<file path="src/rtl/coef_bank_loader_pkg.sv">
// coef_pkg: types and defaults shared by the coefficient bank loader files.
//   coef_ld_state_t : loader FSM state encoding
//   *_DEF           : default parameter values used by the loader modules
// The coefficient type depends on the COEFW parameter, so each module
// declares its own coef_t from these defaults.
package coef_pkg;

    typedef enum logic [1:0] {IDLE, LOAD, DRAIN, PEND} coef_ld_state_t;

    localparam int COEFW_DEF = 18;
    localparam int TM_DEF    = 2;
    localparam int CW_DEF    = 1;

endpackage

</file>
<file path="src/rtl/coef_shadow_bank.sv">
// coef_shadow_bank: the shadow and active coefficient register arrays.
//   clk, rst  : clock and synchronous active-high reset (both arrays clear)
//   wr_en     : write wr_data into shadow[wr_idx]
//   wr_idx    : shadow write index
//   wr_data   : coefficient to store
//   copy_en   : copy the whole shadow array into the active array in one cycle
//   active    : active array (registered)
module coef_shadow_bank
    import coef_pkg::*;
#(
    parameter int COEFW = COEFW_DEF,
    parameter int TM    = TM_DEF,
    parameter int CW    = CW_DEF
) (
    input  logic                    clk,
    input  logic                    rst,
    input  logic                    wr_en,
    input  logic [CW-1:0]           wr_idx,
    input  logic signed [COEFW-1:0] wr_data,
    input  logic                    copy_en,
    output logic signed [COEFW-1:0] active [TM]
);

    typedef logic signed [COEFW-1:0] coef_t;

    coef_t shadow [TM];

    always_ff @(posedge clk) begin
        if (rst) begin
            for (int i = 0; i < TM; i++) begin
                shadow[i] <= '0;
                active[i] <= '0;
            end
        end else begin
            for (int i = 0; i < TM; i++) begin
                if (wr_en && (wr_idx == CW'(i)))
                    shadow[i] <= wr_data;
                // The loader never writes and copies in the same cycle
                // (no transfers in PEND), so active sees a complete set.
                if (copy_en)
                    active[i] <= shadow[i];
            end
        end
    end

endmodule

</file>
<file path="src/rtl/coef_bank_loader.sv">
// coef_bank_loader: fills a shadow coefficient bank from a valid/ready stream
// and swaps it into the active bank at a safe point.
//   clk, rst   : clock, synchronous active-high reset
//   s_valid    : stream word valid
//   s_ready    : loader can accept a word (registered)
//   s_data     : coefficient, index 0 first
//   s_last     : final word of a set
//   swap_en    : safe point for the bank swap
//   coef_pack  : active bank [TM], registered
//   busy       : high in LOAD, DRAIN and PEND
//   load_done  : one-cycle pulse in the cycle after the swap
//   load_err   : one-cycle pulse after a set of the wrong length is rejected
module coef_bank_loader
    import coef_pkg::*;
#(
    parameter int COEFW = COEFW_DEF,
    parameter int TM    = TM_DEF,
    parameter int CW    = CW_DEF
) (
    input  logic                    clk,
    input  logic                    rst,
    input  logic                    s_valid,
    output logic                    s_ready,
    input  logic signed [COEFW-1:0] s_data,
    input  logic                    s_last,
    input  logic                    swap_en,
    output logic signed [COEFW-1:0] coef_pack [TM],
    output logic                    busy,
    output logic                    load_done,
    output logic                    load_err
);

    localparam logic [CW-1:0] LAST_IDX = CW'(TM - 1);

    coef_ld_state_t state, state_nx;
    logic [CW-1:0]  wr_idx, wr_idx_nx;
    logic           xfer;
    logic           wr_en;
    logic           copy_en;
    logic           err_nx;
    logic           done_nx;

    assign xfer = s_valid && s_ready;
    assign busy = (state != IDLE);

    always_comb begin
        state_nx  = state;
        wr_idx_nx = wr_idx;
        wr_en     = 1'b0;
        copy_en   = 1'b0;
        err_nx    = 1'b0;
        done_nx   = 1'b0;
        case (state)
            IDLE: begin
                // wr_idx is always 0 here, so the first word lands in shadow[0].
                if (xfer) begin
                    if (s_last) begin
                        err_nx = 1'b1;
                    end else begin
                        wr_en     = 1'b1;
                        wr_idx_nx = CW'(1);
                        state_nx  = LOAD;
                    end
                end
            end
            LOAD: begin
                if (xfer) begin
                    wr_en = 1'b1;
                    if (s_last) begin
                        if (wr_idx == LAST_IDX) begin
                            state_nx = PEND;
                        end else begin
                            err_nx    = 1'b1;
                            wr_idx_nx = '0;
                            state_nx  = IDLE;
                        end
                    end else if (wr_idx == LAST_IDX) begin
                        // Bank is full but the set continues: hold the index
                        // and discard the rest of the set.
                        state_nx = DRAIN;
                    end else begin
                        wr_idx_nx = wr_idx + CW'(1);
                    end
                end
            end
            DRAIN: begin
                if (xfer && s_last) begin
                    err_nx    = 1'b1;
                    wr_idx_nx = '0;
                    state_nx  = IDLE;
                end
            end
            PEND: begin
                if (swap_en) begin
                    copy_en   = 1'b1;
                    done_nx   = 1'b1;
                    wr_idx_nx = '0;
                    state_nx  = IDLE;
                end
            end
            default: begin
                wr_idx_nx = '0;
                state_nx  = IDLE;
            end
        endcase
    end

    always_ff @(posedge clk) begin
        if (rst) begin
            state     <= IDLE;
            wr_idx    <= '0;
            s_ready   <= 1'b0;
            load_done <= 1'b0;
            load_err  <= 1'b0;
        end else begin
            state     <= state_nx;
            wr_idx    <= wr_idx_nx;
            // Registered from the next state so it drops on the same edge
            // that enters PEND and stalls the stream until the swap.
            s_ready   <= (state_nx != PEND);
            load_done <= done_nx;
            load_err  <= err_nx;
        end
    end

    coef_shadow_bank #(
        .COEFW (COEFW),
        .TM    (TM),
        .CW    (CW)
    ) u_bank (
        .clk     (clk),
        .rst     (rst),
        .wr_en   (wr_en),
        .wr_idx  (wr_idx),
        .wr_data (s_data),
        .copy_en (copy_en),
        .active  (coef_pack)
    );

endmodule

</file>
<file path="config.mk">
export PLATFORM = sky130hd
export DESIGN_NAME = coef_bank_loader
export DESIGN_NICKNAME = d
export VERILOG_FILES = /design/src/rtl/coef_bank_loader_pkg.sv /design/src/rtl/coef_shadow_bank.sv /design/src/rtl/coef_bank_loader.sv
export SDC_FILE = /design/constraint.sdc
export NUM_CORES = 1
export LEC_CHECK = 0
export CORE_MARGIN = 2
export CORE_UTILIZATION = 43
export DETAILED_ROUTE_END_ITERATION = 10
export PLACE_DENSITY_LB_ADDON = 0.12
export SLEW_MARGIN = 25
export SYNTH_ARGS = -nofsm -noshare
export SYNTH_HDL_FRONTEND = slang
export SYNTH_HIERARCHICAL = 1
export SYNTH_SLANG_ARGS = --single-unit
</file>
<file path="constraint.sdc">
create_clock -name clk -period 3.3 [get_ports clk]
set_clock_uncertainty 0.1 [all_clocks]
set_input_delay 0.66 -clock clk [delete_from_list [all_inputs] [get_ports clk]]
set_output_delay 0.66 -clock clk [all_outputs]
set_load 0.01 [all_outputs]
</file>
# Word-level counts from Yosys, hierarchy flattened
# Memories as Yosys holds them, arrays and structs flattened. A register that Yosys moved wholly into a read port is not among the register bits.
# Cells that the tools add are included.
totals:
  register_bits: 6
  ram_bits: 36
  in_bits: 23
  output_inout_bits: 40
  memories: 1
mem_list:
  columns: ["memory", "words", "word_bits", "read_ports", "rd_clocked_by_memory_dff", "wr", "line", "text"]
  rows:
  - ["u_bank.shadow", 2, 18, 2, 2, 2, "coef_shadow_bank.sv:26", "coef_t shadow [TM];"]
classes:
  addsub: 1
  n_eq_ne: 9
  mux: 41
  n_bitwise: 3
  n_reduce_logical: 7
op_table:
  columns: ["operator", "n"]
  rows:
  - ["$mux W18", 2]
  - ["$mux W1", 27]
  - ["$mux W2", 8]
  - ["$ne A2 B2 Y1 const B", 6]
  - ["$pmux W2 S4", 1]
  - ["$reduce_and A5 Y1", 1]
  - ["$eq A2 B2 Y1 const B", 2]
  - ["$logic_and A1 B1 Y1", 4]
  - ["$pmux W1 S4", 1]
  - ["$pmux W1 S3", 1]
  - ["$eq A2 B1 Y1 const B", 1]
  - ["$logic_not A2 Y1", 1]
  - ["$or A1 B1 Y1", 2]
  - ["$pmux W1 S2", 1]
  - ["$reduce_bool A2 Y1", 1]
  - ["$add A1 B1 Y1 const B", 1]
  - ["$not A1 Y1", 1]

# Depth between registers and ports, before layout
# Gate-level depths: netlist (run 1).
logic_depth:
  ltp_word: 8
  depth_mapped: 6
  ltp_nobuf: 4

# Hierarchy
# The synthesis (run 1) kept the hierarchy.
by_module_without_submodules:
  columns: ["module", "instances", "cells_per_inst", "area_each_um2", "seq_area_each_um2"]
  rows:
  - ["coef_shadow_bank", 1, 175, 2539.9, 1801.7]
  - ["coef_bank_loader", 1, 32, 300.3, 120.1]

# Least setup slack after synthesis (run 1)
# No wires, ideal clock.
synth_timing:
  path_type: "in2reg"
  from: "input s_valid"
  to: "memory u_bank/shadow[0][0] in the netlist's numbering, enable pin"
  arrival_time_ns: 1.521
  required_time_ns: 2.826
  path_slack_ns: 1.305
  path_stages: 3
  path_cell_list: "nand2_1 nor3_1 a21o_1"
synth_rtl:
  columns: ["item", "line", "text"]
  rows:
  - ["start: declaration", "coef_bank_loader.sv:22", "input logic s_valid,"]
  - ["end: declaration", "coef_shadow_bank.sv:26", null]

# Worst setup path after layout (run 1)
layout_timing:
  from: "register state[1]"
  to: "output busy"
layout_between:
  elab_chain_len: 1
layout_lines:
  columns: ["item", "line", "text"]
  rows:
  - ["start: declaration", "coef_bank_loader.sv:35", "coef_ld_state_t state, state_nx;"]
  - ["start signal: assignment", "coef_bank_loader.sv:116", "state <= state_nx;"]
  - ["$reduce_bool A2 Y1", "coef_bank_loader.sv:44", "assign busy = (state != IDLE);"]
  - ["end: declaration", "coef_bank_loader.sv:28", "output logic busy,"]
# No other way between the ends.

==> results.sh, run 1 <==
export IMPL_rows=29
export IMPL_hp_class="flip-flop to flip-flop"
export IMPL_die_area_sq_mm=0.00727
export IMPL_critPathArrivalTime_ps=1540
export IMPL_slew_viol_final=0
export IMPL_ctsResizeCount=0
export IMPL_drt_pass1_iterations=5
export IMPL_wire_per_inst_microns=14.2
export IMPL_finalSetupViolCount=0
export IMPL_place_congestion=0.700
export IMPL_tightest_slew_ps=573
export IMPL_grt_pass1_vias=1663
export IMPL_total_power_mw=1.97
export IMPL_r2r_end="u_bank/shadow[0][2]"
export IMPL_required_ps=2540
export IMPL_hold_violations=0
export IMPL_end_kind="output port"
export IMPL_ys_ff_latch=78
export IMPL_antenna_found_initial=0
export IMPL_cts_max_level=3
export IMPL_vias=1711
export IMPL_ys_warn_count=6
export IMPL_cts_tree="built"
export IMPL_num_io_pins=63
export IMPL_routed_wirelength_mm=5.08
export IMPL_avgViaCountPerCell=4.79
export IMPL_clkPwrFrac=0.419
export IMPL_switching_power_uw=381
export IMPL_fin_ws_ps=996
export IMPL_syn_to_final_growth_pct=31.4
export IMPL_slowest_stage="clkdlybuf4s50_1"
export IMPL_fin_crit_ps=2300
export IMPL_syn_nets=230
export IMPL_clock_sinks=78
export IMPL_avgSynthCellArea_sq_um=13.7
export IMPL_r2r_start="s_ready"
export IMPL_placed_cells=341
export IMPL_min_period_over_period=0.698
export IMPL_drive_above_1_share=0.0857
export IMPL_grt_pass1_wl_mm=8.03
export IMPL_hold_end="u_bank/active[0]"
export IMPL_grt_start_max_net_pins=30
export IMPL_path_max_fanout=9
export IMPL_die_w_microns=85.3
export IMPL_hold_path_startpoint="u_bank/shadow[0][18]"
export IMPL_drv_cap=0
export IMPL_gr_total_overflow=0
export IMPL_cts_hold_buf=0
export IMPL_tns_ps=0
export IMPL_min_path_cells=2
export IMPL_detailedPlace_worstSlack_ps=767
export IMPL_fp_dieH_microns=85.3
export IMPL_status="complete, no violations"
export IMPL_hold_worst_slack_ps=386
export IMPL_clockRootBuffer="clkbuf_8"
export IMPL_peakVddDrop_v=0.000616
export IMPL_portBuffers=62
export IMPL_drc=0
export IMPL_path_class="flip-flop to output port"
export IMPL_start_util=0.445
export IMPL_first_iter_violations=92
export IMPL_pwr_share_seq=0.537
export IMPL_rsz0062_at_grt="false"
export IMPL_fp_coreArea_sq_mm=0.00639
export IMPL_antenna_left=0
export IMPL_postCtsSetupRepairBufs=0
export IMPL_final_net_count=298
export IMPL_leakage_nw=1.31
export IMPL_r2r_cells=4
export IMPL_antenna_cells=0
export IMPL_clk_latency_ps=340
export IMPL_path_cells="or2_4, clkdlybuf4s50_1"
export IMPL_cts_buffers=9
export IMPL_critPathMaxStageDelay_ps=540
export IMPL_syn_area_sq_mm=0.00284
export IMPL_powerDensity_mw_per_mm2=528
export IMPL_critPathLaunchType="flip-flop"
export IMPL_fmax_ghz=0.434
export IMPL_path_clk_slew_ps=80
export IMPL_synthCells=207
export IMPL_grt_use_total=0.149
export IMPL_synth_cell_type_count=33
export IMPL_slew_headroom=0.618
export IMPL_internal_power_mw=1.59
export IMPL_comb_power_share=0.044
export IMPL_ys_seq_area_frac=0.677
export IMPL_clock_path_buffers=2
export IMPL_finalNonFillerCells=357
export IMPL_reg2reg_slack_ps=1560
export IMPL_switching_share=0.193
export IMPL_dp_hpwl_mm=3.31
==> placed cells by master, fill, tap and decap left out, types with 2 or more instances in the layout <==
cell type	instances
clkbuf_8	9
mux2i_1	36
nor2_1	36
o21ai_0	2
a21o_1	2
a21oi_1	2
inv_1	3
dfxtp_1	42
nand2_1	2
edfxtp_1	36
bufinv_16	3
and2_1	19
clkdlybuf4s50_1	61
buf_4	4
==> worst max path at each step <==
| stage | endpoint | from | cells after the start |
|---|---|---|---|
| 2_1_floorplan | u_bank/shadow[0][0] | s_valid | 3 |
| 3_3_place_gp | u_bank/shadow[0][28] | s_last | 5 |
| 3_5_place_dp | u_bank/shadow[0][19] | s_valid | 5 |
| 4_1_cts | busy | state[1] | 2 |
| 5_1_grt | busy | state[1] | 2 |
| 6_report | busy | state[1] | 2 |
==> layout make-up <==
type                       count  area [sq um]
fill                         535          2660
sequential                    78          1920
multi-input combinational    116           798
timing repair buffer          67           666
clock buffer                  10           128
clock inverter                 6           110
tap                           77          96.3
inverter                       3          11.3
==> sequential cells by signal, indices dropped and copies added, names as in the netlist <==
signal / flops
load_done: 1
state: 2
wr_idx: 1
u_bank/shadow: 36
u_bank/active: 36
load_err: 1
s_ready: 1
==> kinds of logic (layout without fill, tap and decap cells) <==
| kind of cell | count (synthesis) | in the layout | share of synthesized area |
|---|---|---|---|
| DFF | 78 | 78 | 0.677 |
| AOI/OAI and AO/OA | 12 | 12 | 0.0313 |
| muxes | 36 | 36 | 0.127 |
| buffers and inverters | 13 | 86 | 0.0423 |
| xor gates and xnor gates | 1 | 1 | 0.00308 |
| and+or+nand+nor | 67 | 67 | 0.120 |
==> per-stage QoR <==
| step | util | cell area, sq um |
|---|---|---|
| after floorplan | - | 2840 |
| after global routing | 0.584 | 3730 |
| after detailed placement | 0.547 | 3490 |
| final | 0.584 | 3730 |
| after global placement | 0.547 | 3490 |
| after CTS | 0.584 | 3730 |
==> layer usage <==
metal  GRT usage  share of wire  vias up
li1            -              -      863
met4      0.0476          0.014        0
met3      0.0681          0.065        8
met2       0.234           0.47       45
met1       0.184           0.45      795
met5           0              0        -
==> critical path, delay by kind of cell (launching register included) <==
family | cells | cell delay (ps)
and+or+nand+nor | 1 | 190
DFF | 1 | 480
buffers and inverters | 1 | 540
==> synth_stat cells <==
cell | count | share of area
a221oi_1 | 1 | 0.0031
nand3b_1 | 1 | 0.0026
dfxtp_1 | 42 | 0.30
and2b_2 | 1 | 0.0031
buf_6 | 2 | 0.0079
nand2_1 | 2 | 0.0026
a21o_1 | 2 | 0.0053
o211ai_1 | 1 | 0.0026
buf_4 | 1 | 0.0026
mux2i_1 | 36 | 0.13
edfxtp_1 | 36 | 0.38
nor3_1 | 1 | 0.0018
nand3_1 | 1 | 0.0018
nor2_1 | 36 | 0.048
buf_12 | 3 | 0.021
nor4bb_1 | 1 | 0.0035
o31a_1 | 1 | 0.0031
xnor2_1 | 1 | 0.0031
a32o_1 | 1 | 0.0035
a21oi_1 | 2 | 0.0035
buf_2 | 2 | 0.0035
o21ai_0 | 2 | 0.0035
o311a_1 | 1 | 0.0035
clkbuf_1 | 1 | 0.0013
and3_2 | 1 | 0.0026
inv_1 | 3 | 0.0040
nor2b_4 | 1 | 0.0048
clkbuf_2 | 1 | 0.0018
a211o_1 | 1 | 0.0031
or2_4 | 1 | 0.0031
nor2b_1 | 1 | 0.0022
nand4_1 | 1 | 0.0022
and2_1 | 19 | 0.042
==> power by group through the flow <==
stage,logic [mW],clock network [mW],registers [mW]
global route,0.0955,0.893,1.06
global placement,0.0891,0,1.08
floorplan,0.0392,0,1.08
CTS,0.0893,0.850,1.06
detailed placement,0.0887,0,1.08
finish,0.0875,0.826,1.06
Note: power is estimated with default switching activity, not from simulation.
==> run 2: changes to the inputs <==
==> constraint.sdc (replaced) <==
create_clock -name clk -period 2 [get_ports clk]
set_clock_uncertainty 0.1 [all_clocks]
set_input_delay 0.4 -clock clk [delete_from_list [all_inputs] [get_ports clk]]
set_output_delay 0.4 -clock clk [all_outputs]
set_load 0.01 [all_outputs]
==> run 2 against run 1 <==
Against the previous run:
- first-iteration DRC count decreased by 1.1%
- combinational power increased by 84%
- cell count increased by 1.7%
- power increased by 52%
- non-clock buffer count increased by 6
- critical path depth decreased by 1
- design area increased by 1.6%
- flip-flop and latch count unchanged
- count of clock-buffer cells in the layout increased by 2
- via count increased by 2.1%
- highest routed layer unchanged
==> results.sh, run 2 (synthesis gave the netlist of run 1 again) <==
export IMPL_required_ps=1500
export IMPL_peakVddDrop_v=0.000425
export IMPL_portBuffers=62
export IMPL_final_net_count=304
export IMPL_grt_use_met1=0.198
export IMPL_drc=0
export IMPL_die_area_sq_mm=0.00727
export IMPL_rows=29
export IMPL_finalSetupViolCount=0
export IMPL_num_io_pins=63
export IMPL_path_cells="clkdlybuf4s50_1"
export IMPL_vias=1747
export IMPL_detailedPlace_worstSlack_ps=-64.7
export IMPL_grt_pass1_wl_mm=8.29
export IMPL_antenna_found_initial=0
export IMPL_routed_wirelength_mm=5.10
export IMPL_cts_tree="built"
export IMPL_drive_above_1_share=0.108
export IMPL_syn_to_final_growth_pct=33.4
export IMPL_clockRootBuffer="clkbuf_8"
export IMPL_drv_cap=0
export IMPL_antenna_cells=0
export IMPL_grt_pass1_vias=1762
export IMPL_antenna_left=0
export IMPL_cts_hold_buf=0
export IMPL_fin_ws_ps=233
export IMPL_place_congestion=0.701
export IMPL_status="complete, no violations"
export IMPL_dp_hpwl_mm=3.45
export IMPL_path_clk_slew_ps=70
export IMPL_clock_path_buffers=2
export IMPL_first_iter_violations=91
export IMPL_hold_worst_slack_ps=326
export IMPL_busiest_layer="met2"
export IMPL_slew_headroom=0.754
export IMPL_cp_num_buf_inv=1
export IMPL_critPathMaxStageDelay_ps=560
export IMPL_die_w_microns=85.3
export IMPL_min_period_over_period=0.883
export IMPL_path_class="flip-flop to output port"
export IMPL_critPathLaunchType="flip-flop"
export IMPL_cts_max_level=3
export IMPL_total_power_mw=3.00
export IMPL_hold_violations=0
export IMPL_use_met2=0.229
export IMPL_fp_dieH_microns=85.3
export IMPL_rsz0062_at_grt="false"
export IMPL_start_util=0.445
export IMPL_drt_pass1_iterations=4
export IMPL_slew_viol_final=0
export IMPL_path_max_fanout=4
export IMPL_fp_coreArea_sq_mm=0.00639
export IMPL_cts_buffers=9
export IMPL_finalNonFillerCells=363
export IMPL_avgViaCountPerCell=4.81
export IMPL_placed_cells=347
export IMPL_clock_sinks=78
export IMPL_wire_per_inst_microns=14.0
export IMPL_leakage_nw=1.36
export IMPL_powerDensity_mw_per_mm2=792
export IMPL_postPlaceCellArea_sq_mm=0.00360
export IMPL_final_common_cell="clkdlybuf4s50_1"
export IMPL_hp_class="input port to flip-flop"
export IMPL_gr_total_overflow=0
export IMPL_grt_use_total=0.150
export IMPL_end_kind="output port"
export IMPL_largestRegisters="u_bank/active (36), u_bank/shadow (36), state (2)"
export IMPL_final_area_sq_mm=0.00379
export IMPL_postCtsSetupRepairBufs=0
export IMPL_critPathArrivalTime_ps=1270
export IMPL_grt_start_max_net_pins=21
export IMPL_final_cell_mix="60 x clkdlybuf4s50_1, 40 x dfxtp_1, 36 x mux2i_1, 36 x nor2_1, 36 x edfxtp_1"
export IMPL_grtUsageMet3=0.0516
export IMPL_slowest_stage="clkdlybuf4s50_1"
export IMPL_fin_crit_ps=1770
export IMPL_clk_latency_ps=330
export IMPL_tightest_slew_ps=366
export IMPL_fmax_ghz=0.566
export IMPL_critPathTopFamily="buffers and inverters"
-- run 2: worst register-to-register path, cell delays in order (launching register included) --
cell,delay [ps]
dfxtp_1,380
nand2_1,80
nor3_1,340
a21o_1,210
buf_12,170
-- run 2: timing repair --
action,4_1_cts,5_1_grt
resized for setup,2,1
setup endpoints to repair,1,1
pin swaps,0,0
-- run 2: stage by stage --
| step | utilization | TNS (ps) |
|---|---|---|
| 3_5_place_dp | 0.564 | -3690 |
| 3_3_place_gp | 0.564 | -841 |
| 2_1_floorplan | - | 0 |
| 5_1_grt | 0.593 | 0 |
| 4_1_cts | 0.593 | 0 |
| 6_report | 0.593 | 0 |
-- run 2: layout make-up --
class,instances,area [sq um]
clock inverters,4,48.8
flip-flops and latches,78,1920
repair buffers,73,776
inverters,3,11.3
well taps,77,96.3
fillers,543,2600
multi-input cells,116,798
clock buffers,12,135
-- run 2: routing by layer --
metal | vias up | wire (microns)
li1 | 868 | -
met1 | 828 | 2420
met2 | 49 | 2430
met4 | 0 | 24
met5 | - | 0
met3 | 2 | 224
-- run 2: worst paths after layout --
| kind | start | to | slack [ps] | cells after the start |
|---|---|---|---|---|
| hold reg to reg | u_bank/shadow[0][5] | u_bank/active[23] | 380 | 2 |
| hold / removal | rst | u_bank/active[27] | 330 | 2 |
| setup reg to reg | s_ready | u_bank/shadow[0][23] | 420 | 4 |
| setup / recovery | s_ready | s_ready | 230 | 1 |
-- run 2: power by group --
part           leakage [nW]  switching, mW  internal (mW)
registers             0.716         0.0217           1.72
logic                 0.547         0.0726         0.0881
clock network        0.0943          0.517          0.577
